===== src/rtl/ram_dma_pkg.sv =====
// ram_dma_pkg: shared constants and types for the RAM block-copy/fill initiator.
//   WRITE_ENABLE / WRITE_DISABLE : RAM write-enable levels
//   ZERO_WORD                    : idle value for address/data buses
//   DMA_COPY / DMA_FILL          : transfer mode encodings
//   dma_state_e                  : 2-bit FSM state encoding
package ram_dma_pkg;

  localparam logic        WRITE_ENABLE  = 1'b1;
  localparam logic        WRITE_DISABLE = 1'b0;
  localparam logic [31:0] ZERO_WORD     = 32'h0000_0000;

  localparam logic DMA_COPY = 1'b0;
  localparam logic DMA_FILL = 1'b1;

  typedef enum logic [1:0] {
    DMA_IDLE = 2'b00,
    DMA_RUN  = 2'b01,
    DMA_DONE = 2'b10,
    DMA_ERR  = 2'b11
  } dma_state_e;

  // Word-address step; wraps modulo 2^32 by construction.
  function automatic logic [31:0] next_word(input logic [31:0] addr);
    return addr + 32'd4;
  endfunction

endpackage


===== src/rtl/ram_dma.sv =====
// ram_dma: RAM-port initiator performing word-block copy (RAM to RAM) or
// constant fill, one word per cycle, under a start/busy/done handshake.
// Ports:
//   clk, rst_n        : clock, synchronous active-low reset
//   start_i, mode_i   : request strobe and mode (0 copy, 1 fill), sampled when idle
//   src_addr_i        : copy source byte address
//   dst_addr_i        : destination byte address
//   len_i             : transfer length in words (0..256)
//   fill_data_i       : fill pattern
//   busy_o            : transfer in progress
//   done_o, err_o     : one-cycle completion / rejection pulses
//   mem_we_o, mem_waddr_o, mem_wdata_o : registered RAM write port
//   mem_raddr_o, mem_rdata_i           : RAM read port (combinational read)
//
// state    | meaning
// ---------+------------------------------------------------------------
// DMA_IDLE | waiting for start_i
// DMA_RUN  | transfer active; rem_q words still to be written
// DMA_DONE | done_o pulse cycle; a new start is accepted here
// DMA_ERR  | err_o pulse cycle; a new start is accepted here
module ram_dma
  import ram_dma_pkg::*;
#(
  parameter int LEN_W = 9
) (
  input  logic             clk,
  input  logic             rst_n,
  input  logic             start_i,
  input  logic             mode_i,
  input  logic [31:0]      src_addr_i,
  input  logic [31:0]      dst_addr_i,
  input  logic [LEN_W-1:0] len_i,
  input  logic [31:0]      fill_data_i,
  output logic             busy_o,
  output logic             done_o,
  output logic             err_o,
  output logic             mem_we_o,
  output logic [31:0]      mem_waddr_o,
  output logic [31:0]      mem_wdata_o,
  output logic [31:0]      mem_raddr_o,
  input  logic [31:0]      mem_rdata_i
);

  dma_state_e       state_q, state_d;
  logic             mode_q, mode_d;
  logic [31:0]      fill_q, fill_d;
  logic [31:0]      wptr_q, wptr_d;
  logic [LEN_W-1:0] rem_q, rem_d;

  logic             busy_d, done_d, err_d, we_d;
  logic [31:0]      waddr_d, wdata_d, raddr_d;

  logic             accept;
  logic             bad_align;
  logic             zero_len;

  assign accept    = (state_q != DMA_RUN) && start_i;
  assign bad_align = ((mode_i == DMA_COPY) && (src_addr_i[1:0] != 2'b00)) ||
                     (dst_addr_i[1:0] != 2'b00);
  assign zero_len  = (len_i == '0);

  // State and registered outputs.
  always_ff @(posedge clk) begin
    if (!rst_n) begin
      state_q     <= DMA_IDLE;
      mode_q      <= DMA_COPY;
      fill_q      <= ZERO_WORD;
      wptr_q      <= ZERO_WORD;
      rem_q       <= '0;
      busy_o      <= 1'b0;
      done_o      <= 1'b0;
      err_o       <= 1'b0;
      mem_we_o    <= WRITE_DISABLE;
      mem_waddr_o <= ZERO_WORD;
      mem_wdata_o <= ZERO_WORD;
      mem_raddr_o <= ZERO_WORD;
    end else begin
      state_q     <= state_d;
      mode_q      <= mode_d;
      fill_q      <= fill_d;
      wptr_q      <= wptr_d;
      rem_q       <= rem_d;
      busy_o      <= busy_d;
      done_o      <= done_d;
      err_o       <= err_d;
      mem_we_o    <= we_d;
      mem_waddr_o <= waddr_d;
      mem_wdata_o <= wdata_d;
      mem_raddr_o <= raddr_d;
    end
  end

  // Next state.
  always_comb begin
    state_d = DMA_IDLE;
    if (state_q == DMA_RUN) begin
      state_d = (rem_q == '0) ? DMA_DONE : DMA_RUN;
    end else if (accept) begin
      if (bad_align)     state_d = DMA_ERR;
      else if (zero_len) state_d = DMA_DONE;
      else               state_d = DMA_RUN;
    end
  end

  // Next values of outputs and datapath registers.
  always_comb begin
    busy_d  = 1'b0;
    done_d  = 1'b0;
    err_d   = 1'b0;
    we_d    = WRITE_DISABLE;
    waddr_d = mem_waddr_o;
    wdata_d = mem_wdata_o;
    raddr_d = mem_raddr_o;
    mode_d  = mode_q;
    fill_d  = fill_q;
    wptr_d  = wptr_q;
    rem_d   = rem_q;
    if (state_q == DMA_RUN) begin
      if (rem_q != '0) begin
        busy_d  = 1'b1;
        we_d    = WRITE_ENABLE;
        waddr_d = wptr_q;
        wdata_d = (mode_q == DMA_FILL) ? fill_q : mem_rdata_i;
        wptr_d  = next_word(wptr_q);
        rem_d   = rem_q - LEN_W'(1);
        // The read pointer runs one word ahead of the write; stop it on the last word.
        if ((mode_q == DMA_COPY) && (rem_q > LEN_W'(1))) raddr_d = next_word(mem_raddr_o);
      end else begin
        done_d  = 1'b1;
        raddr_d = ZERO_WORD;
      end
    end else if (accept) begin
      if (bad_align) begin
        err_d = 1'b1;
      end else if (zero_len) begin
        done_d = 1'b1;
      end else begin
        busy_d = 1'b1;
        mode_d = mode_i;
        fill_d = fill_data_i;
        if (mode_i == DMA_COPY) begin
          // First read issues now; writes trail by one cycle.
          raddr_d = src_addr_i;
          wptr_d  = dst_addr_i;
          rem_d   = len_i;
        end else begin
          // Fill needs no read, so the first write issues immediately.
          raddr_d = ZERO_WORD;
          we_d    = WRITE_ENABLE;
          waddr_d = dst_addr_i;
          wdata_d = fill_data_i;
          wptr_d  = next_word(dst_addr_i);
          rem_d   = len_i - LEN_W'(1);
        end
      end
    end
  end

endmodule


===== config.mk =====
export PLATFORM = sky130hd
export DESIGN_NAME = ram_dma
export DESIGN_NICKNAME = d
export VERILOG_FILES = /design/src/rtl/ram_dma_pkg.sv /design/src/rtl/ram_dma.sv
export SDC_FILE = /design/constraint.sdc
export NUM_CORES = 1
export LEC_CHECK = 0
export ABC_AREA = 1
export ABC_CLOCK_PERIOD_IN_PS = 2600
export CAP_MARGIN = 20
export CORE_MARGIN = 2
export CORE_UTILIZATION = 30
export CTS_BUF_LIST = sky130_fd_sc_hd__clkbuf_4
export CTS_CLUSTER_DIAMETER = 30
export CTS_CLUSTER_SIZE = 28
export DETAILED_ROUTE_END_ITERATION = 8
export GPL_TIMING_DRIVEN = 0
export SYNTH_ARGS = -nofsm -noshare
export SYNTH_HDL_FRONTEND = slang
export SYNTH_SLANG_ARGS = --single-unit

===== constraint.sdc =====
create_clock -name clk -period 2.6 [get_ports clk]
set_input_delay 0.39 -clock clk [delete_from_list [all_inputs] [get_ports clk]]
set_output_delay 0.39 -clock clk [all_outputs]
set_load 0.005 [all_outputs]

==> metrics.md, run 1 <==
| Metric | Value |
|---|---|
| Status | finished, final reports clean |
| Share of cells above drive strength 1 | 4.89% |
| Startpoint Class | primary input |
| Die footprint | 36200 sq um |
| Class of the worst hold path | in2reg |
| Drt drc | 0 |
| Yosys top cell by area | dfxtp_1 |
| Finished Layout Cells | 2420 |
| Routed wire length | 42.4 mm |
| Num ports | 241 |
| Vias per cell | 5.05 |
| Pwr Density | 575 nW/um^2 |
| Vias | 12200 |
| Setup_tns | 0 ns |
| GRT Util Overall | 23.3% |
| Worst Path Max Fanout | 10 |
| Critical path class | in2reg |
| Post-CTS setup buffer count | 0 |
| Setup Skew | 0.0338 ns |
| Core Area | 34400 sq um |
| Clock slew seen by the registers of the worst setup and hold paths | 0.17 ns |
| Hold Buf Count CTS | 0 |
| Pin count of the biggest net entering global routing | 18 |
| Die height | 190 um |
| Maximum vdd drop | 0.000306 V |
| Placed Area | 13400 sq um |
| Final Util | 39.7% |
| Simple-Gate Fraction of Synth Area | 35.5% |
| Max-cap violations | 0 |
| Post-synthesis register bit count | 176 |
| Detailed router's first-iteration violation count | 948 |
| First-pass GRT wire length | 65.4 mm |
| Layout area overhead | 31.2% |
| Cell Area, Synth | 10400 sq um |
| Synth Area in Compound Gates | 19.5% |
| Final ANT Viol Nets | 0 |
| Top cell type's share of synthesized area | 33.9% |
| Mux cell area share after synthesis | 0% |
| Clk sinks | 176 |
| Per-cell routed wire length | 17.5 um |
| Vias in the first global route | 11700 |
| Min Tclk post-route | 2.30 ns |
| Max-slew violation count | 0 |
| CTS max path bufs | 2 |
| Slew headroom | 31.5% |
| Post-synth cell types | 42 |
| Fmax | 435 MHz |
| Final Cycle Share | 88.4% |
| Cell leakage power | 5.38 nW |
| Req. time, crit path | 3.15 ns |
| Clk_lat worst skew | 0.62 ns |
| Yosys warning total | 0 |
| TritonCTS Buffers | 17 |
| Worst EP arrival | 2.85 ns |
| Mean Syn Cell Area | 6.15 sq um |
| Worst Tran Pin Value | 1.03 ns |
| CTS root buf | clkbuf_4 |
| Placed cell count | 2387 |
| Mapped Nets | 1840 |
| Critical path capture point type | flop |
| GPL Wtd Cong | 0.947 |
| Post-DP HPWL | 32.6 mm |
| 1st-pass router iterations | 6 |
| TritonCTS clock tree | yes |
| EDFF count, synth | 0 |
| Port-buffer cells | 239 |
| Initial Util | 30.3% |
| Synth Flop Type | dfxtp_1 |
| Count of final setup violators | 0 |
| NumNets Final | 2098 |
| Final Hold Vio Count | 0 |
| Top cells by area, synth | dfxtp_1 34%, nand2_1 14%, nor2_1 10%, o21ai_0 10%, a21oi_1 7.0% |
| Post-CTS resize count | 0 |
| Post-synthesis sequential area ratio | 33.9% |
| Syn Inst Count | 1693 |
| Async set-reset flop share out of synthesis | 0% |
| Synth Area in Adders | 0.721% |
| Xor/xnor cell area share of the yosys netlist | 1.60% |
| Rows | 68 |
| Initial antenna violation count | 2 |
| H-tree depth | 4 |
| Design Area, Final | 13700 sq um |
| GRT Residual Overflow | 0 |
| RSZ-0062 raised after global routing | false |
| Main combinational cell family by area after synthesis | simple AND/OR/NAND/NOR gates |
| Die Wd | 190 um |
[cell families (layout without fill, tap and decap cells)]
family	Yosys count	count (layout)
AND/OR/NAND/NOR	877	877
adder cells (fa/ha/maj)	6	6
buffers and inverters	219	490
other	0	1
XOR/XNOR	19	19
AO/OA/AOI/OAI	396	396
flip-flops	176	176
[area by class of cell]
| class | count | area, sq um |
|---|---|---|
| multi-input cells | 1298 | 5970 |
| diodes | 1 | 2.50 |
| repair buffers | 239 | 2390 |
| fillers | 3758 | 20700 |
| inverters | 132 | 498 |
| clock inverters | 14 | 149 |
| plain buffers | 87 | 420 |
| clock buffers | 18 | 135 |
| flip-flops and latches | 176 | 3520 |
| well taps | 455 | 569 |
[metal layers]
| metal | GRT usage, % | wire [um] | share of wire, % |
|---|---|---|---|
| met1 | 31.1 | 19100 | 45 |
| met5 | 0 | 11 | 0.026 |
| met4 | 7.42 | 1070 | 2.5 |
| met3 | 4.55 | 3090 | 7.3 |
| met2 | 37.7 | 19100 | 45 |
[power by group]
group	switching (W)	internal (W)	total (W)
Combinational	0.00157	0.00120	0.00277
Sequential	0.000330	0.00307	0.00340
Clock	0.00116	0.000519	0.00168
[cell usage after synthesis (2+ instances only)]
master	n
ha_1	6
dfxtp_1	176
nand2_4	3
o21bai_1	3
nor2_2	7
buf_4	5
o21ai_1	15
o22ai_1	7
o211ai_1	3
inv_2	5
nand4_1	27
o21ai_0	211
a21oi_1	145
a31oi_1	9
nor3b_1	3
xnor2_1	7
buf_1	3
a21o_1	2
or2_2	5
xor2_1	12
buf_6	6
nand2_1	389
nand3_1	112
nand3b_1	3
nor4_1	2
nor3_1	31
nand2_2	2
inv_1	126
buf_2	24
nor2_1	284
clkbuf_1	49
[worst paths after layout]
kind / startpoint / end / slack (ns) / depth (start not counted)
max: len_i[0] / mem_waddr_o[27] / 0.30 / 12
max reg2reg: state_q[0] / wptr_q[22] / 0.34 / 7
min reg2reg: wptr_q[1] / wptr_q[1] / 0.46 / 2
min: dst_addr_i[16] / mem_waddr_o[16] / 0.28 / 5
[layout by cell type, fill, tap and decap left out, types with 9 or more instances in the layout]
cell / instances
nor2_1: 284
o21ai_0: 211
nand2_1: 389
inv_1: 126
nand4_1: 27
xor2_1: 12
a31oi_1: 9
dfxtp_1: 176
a21oi_1: 145
o21ai_1: 15
clkdlybuf4s50_1: 239
nand3_1: 112
clkbuf_4: 18
nor3_1: 31
clkbuf_1: 49
buf_2: 24
[worst max-delay path, cell delays in order]
cell and delay [ns]:
clkdlybuf4s50_1 0.50, inv_1 0.08, ha_1 0.24, nor3b_2 0.18, nand3_2 0.14, nand3_4 0.20
inv_2 0.24, nand2_2 0.10, nand2_4 0.13, buf_2 0.34, o21ai_1 0.14, a21oi_1 0.15
[registers in the layout (all words and copies together), names as in the netlist]
| register | cells |
|---|---|
| done_o | 1 |
| mem_raddr_o | 32 |
| mem_we_o | 1 |
| state_q | 2 |
| rem_q | 9 |
| wptr_q | 32 |
| fill_q | 32 |
| mem_waddr_o | 32 |
| mem_wdata_o | 32 |
| busy_o | 1 |
| mode_q | 1 |
| err_o | 1 |
[per-stage QoR]
stage	hold WS, ns	setup slack (ns)	power, W
finish	0.275	0.301	0.00785
floorplan	0.419	0.806	0.00479
global placement	0.427	-0.318	0.00619
CTS	0.227	0.345	0.00789
detailed placement	0.429	-0.314	0.00620
global route	0.267	0.134	0.00835
No activity file was read; power rests on OpenSTA's default activity.
==> run 2: changes to the inputs <==
- CORE_UTILIZATION: 30 -> 50
- GPL_TIMING_DRIVEN: 0 -> unset
- PLACE_DENSITY: unset -> 0.8
==> run 2 against run 1 <==
Against the previous run:
- worst hold slack got worse by 0.045 ns
- global-route usage rose by 8.1 points
- clock power barely moved
- die area fell by 39%
- flip-flop and latch count did not move
- non-clock buffer count fell by 52
- routed wire length fell by 17%
- fmax rose by 4.6%
- first-iteration DRC count rose by 8.3%
- via count fell by 0.40%
- largest cell class unchanged
==> metrics.md, run 2 (synthesis gave the netlist of run 1 again) <==
| Metric | Value |
|---|---|
| Initial antenna violation count | 1 |
| GRT Residual Overflow | 0 |
| Startpoint Class | flop |
| Most frequent cells in the layout | 389 x nand2_1, 283 x nor2_1, 239 x clkdlybuf4s50_1 |
| Port-buffer cells | 240 |
| TritonCTS clock tree | yes |
| Final Hold Vio Count | 0 |
| Clk sinks | 176 |
| Post-DP HPWL | 25.6 mm |
| Setup Skew | 0.0241 ns |
| R2r setup slk | 0.40 ns |
| Critical path capture point type | flop |
| Count of final setup violators | 0 |
| Worst min-delay path startpoint | rst_n |
| 1st-pass router iterations | 6 |
| Fmax | 455 MHz |
| Die Wd | 148 um |
| Commonest non-fill, non-tap cell in the layout | nand2_1 |
| Die height | 148 um |
| Worst Tran Pin Value | 0.677 ns |
| Share of cells above drive strength 1 | 5.23% |
| Cell Chain, Critical Path | ha_1, nand2_1, nor3_2, nand3_1, nor2_1, nand3_1, nand2_1, nand3_1, nor2_1, nor2_1 |
| H-tree depth | 4 |
| Max incr delay on CP | 0.41 ns |
| Max-cap violations | 0 |
| Per-cell routed wire length | 16.1 um |
| Placed Area | 13100 sq um |
| Pwr Density | 573 nW/um^2 |
| Req. time, crit path | 3.10 ns |
| Placed cell count | 2150 |
| Design Area, Final | 13400 sq um |
| Min Tclk post-route | 2.20 ns |
| Worst EP arrival | 2.70 ns |
| Maximum vdd drop | 0.000344 V |
| First-pass GRT wire length | 56.3 mm |
| Vias in the first global route | 11100 |
| Worst Path Max Fanout | 5 |
| Vias per cell | 5.57 |
| Hold depth | 3 |
| Class of the worst hold path | in2reg |
| RSZ-0062 raised after global routing | false |
| TritonCTS Buffers | 17 |
| Finished Layout Cells | 2183 |
| Clock slew seen by the registers of the worst setup and hold paths | 0.19 ns |
| Status | finished, final reports clean |
| Die footprint | 22000 sq um |
| Critical R2R Launch | wptr_q[2] |
| Pin count of the biggest net entering global routing | 88 |
| Max-slew violation count | 0 |
| Routed wire length | 35.1 mm |
| Post-CTS resize count | 0 |
| Initial Util | 51.3% |
| Core Area | 20300 sq um |
| Final Cycle Share | 84.5% |
| Clk_lat worst skew | 0.61 ns |
| Critical path class | reg2reg |
| Hold Buf Count CTS | 0 |
| GPL Wtd Cong | 0.965 |
| Vias | 12200 |
| Hold Path End | fill_q[1] |
| GRT Util Overall | 31.4% |
| Final ANT Viol Nets | 0 |
| Rows | 52 |
| Cell leakage power | 5.39 nW |
| Drt drc | 0 |
| Worst reg2reg path depth | 10 |
| RR Endpoint | wptr_q[30] |
| CP max stage cell | dfxtp_1 |
| CTS root buf | clkbuf_4 |
| Detailed router's first-iteration violation count | 1027 |
| Setup_tns | 0 ns |
| Slew headroom | 54.9% |
| CTS max path bufs | 2 |
| Post-CTS setup buffer count | 0 |
| NumNets Final | 2046 |
| Layout area overhead | 28.9% |
| Num ports | 241 |
run 2: changes by cell type in the layout (fill, tap and decap cells not counted), moves of 2 or more:
cell        previous run  this run
buf_4                  5        25
buf_1                  3         0
buf_2                 24         1
inv_1                126       124
inv_8                  3         5
clkinv_8               1         5
clkbuf_1              49         0
clkinv_4               0         2
buf_12                 0         9
clkinvlp_4             4         0
buf_6                  6         0
run 2: per-stage QoR:
step | hold WS (ns) | total power [W] | setup WS (ns) | util (%)
after floorplan | 0.419 | 0.00479 | 0.806 | -
after global placement | 0.429 | 0.00599 | 0.207 | 64.5
after detailed placement | 0.431 | 0.00603 | 0.0944 | 64.5
after CTS | 0.197 | 0.00769 | 0.431 | 66.1
after global routing | 0.231 | 0.00813 | 0.231 | 66.1
final | 0.230 | 0.00768 | 0.403 | 66.1
run 2: area by class of cell:
class / count / area, sq um
fillers: 1883 / 6890
flip-flops and latches: 176 / 3520
diodes: 1 / 2.50
multi-input cells: 1298 / 5970
repair buffers: 274 / 2770
clock inverters: 15 / 181
well taps: 270 / 338
clock buffers: 17 / 128
inverters: 132 / 499
run 2: metal layers:
metal / track usage [%] / up-vias / part of all wire (%) / wire (um)
met4: 10.0 / 0 / 2.7 / 942
met5: 0 / - / 0 / 0
met3: 5.25 / 62 / 8.7 / 3050
li1: - / 5976 / - / -
met1: 43.1 / 5561 / 43 / 15100
met2: 50.5 / 569 / 45 / 15900
run 2: how the worst max path moves through the flow:
| stage | start | end | slack, ns | depth (start not counted) |
|---|---|---|---|---|
| 2_1_floorplan | len_i[0] | mem_waddr_o[16] | 0.81 | 12 |
| 3_3_place_gp | dst_addr_i[3] | wptr_q[30] | 0.21 | 13 |
| 3_5_place_dp | len_i[1] | rem_q[4] | 0.09 | 12 |
| 4_1_cts | wptr_q[2] | wptr_q[30] | 0.43 | 10 |
| 5_1_grt | wptr_q[2] | wptr_q[30] | 0.23 | 10 |
| 6_report | wptr_q[2] | wptr_q[30] | 0.40 | 10 |
run 2: critical path, delay by kind of cell, from the launching register on:
kind	cells	cell delay (ns)
fa+ha+maj	1	0.26
flops	1	0.41
simple gates	9	1.44
run 2: where the power goes:
| group | switching, W | total, W | leakage, nW | internal [W] |
|---|---|---|---|---|
| combinational | 0.00142 | 0.00262 | 3.79 | 0.00120 |
| sequential | 0.000328 | 0.00340 | 1.44 | 0.00307 |
| clock | 0.00120 | 0.00166 | 0.165 | 0.000462 |
| total | 0.00294 | 0.00768 | 5.39 | 0.00474 |
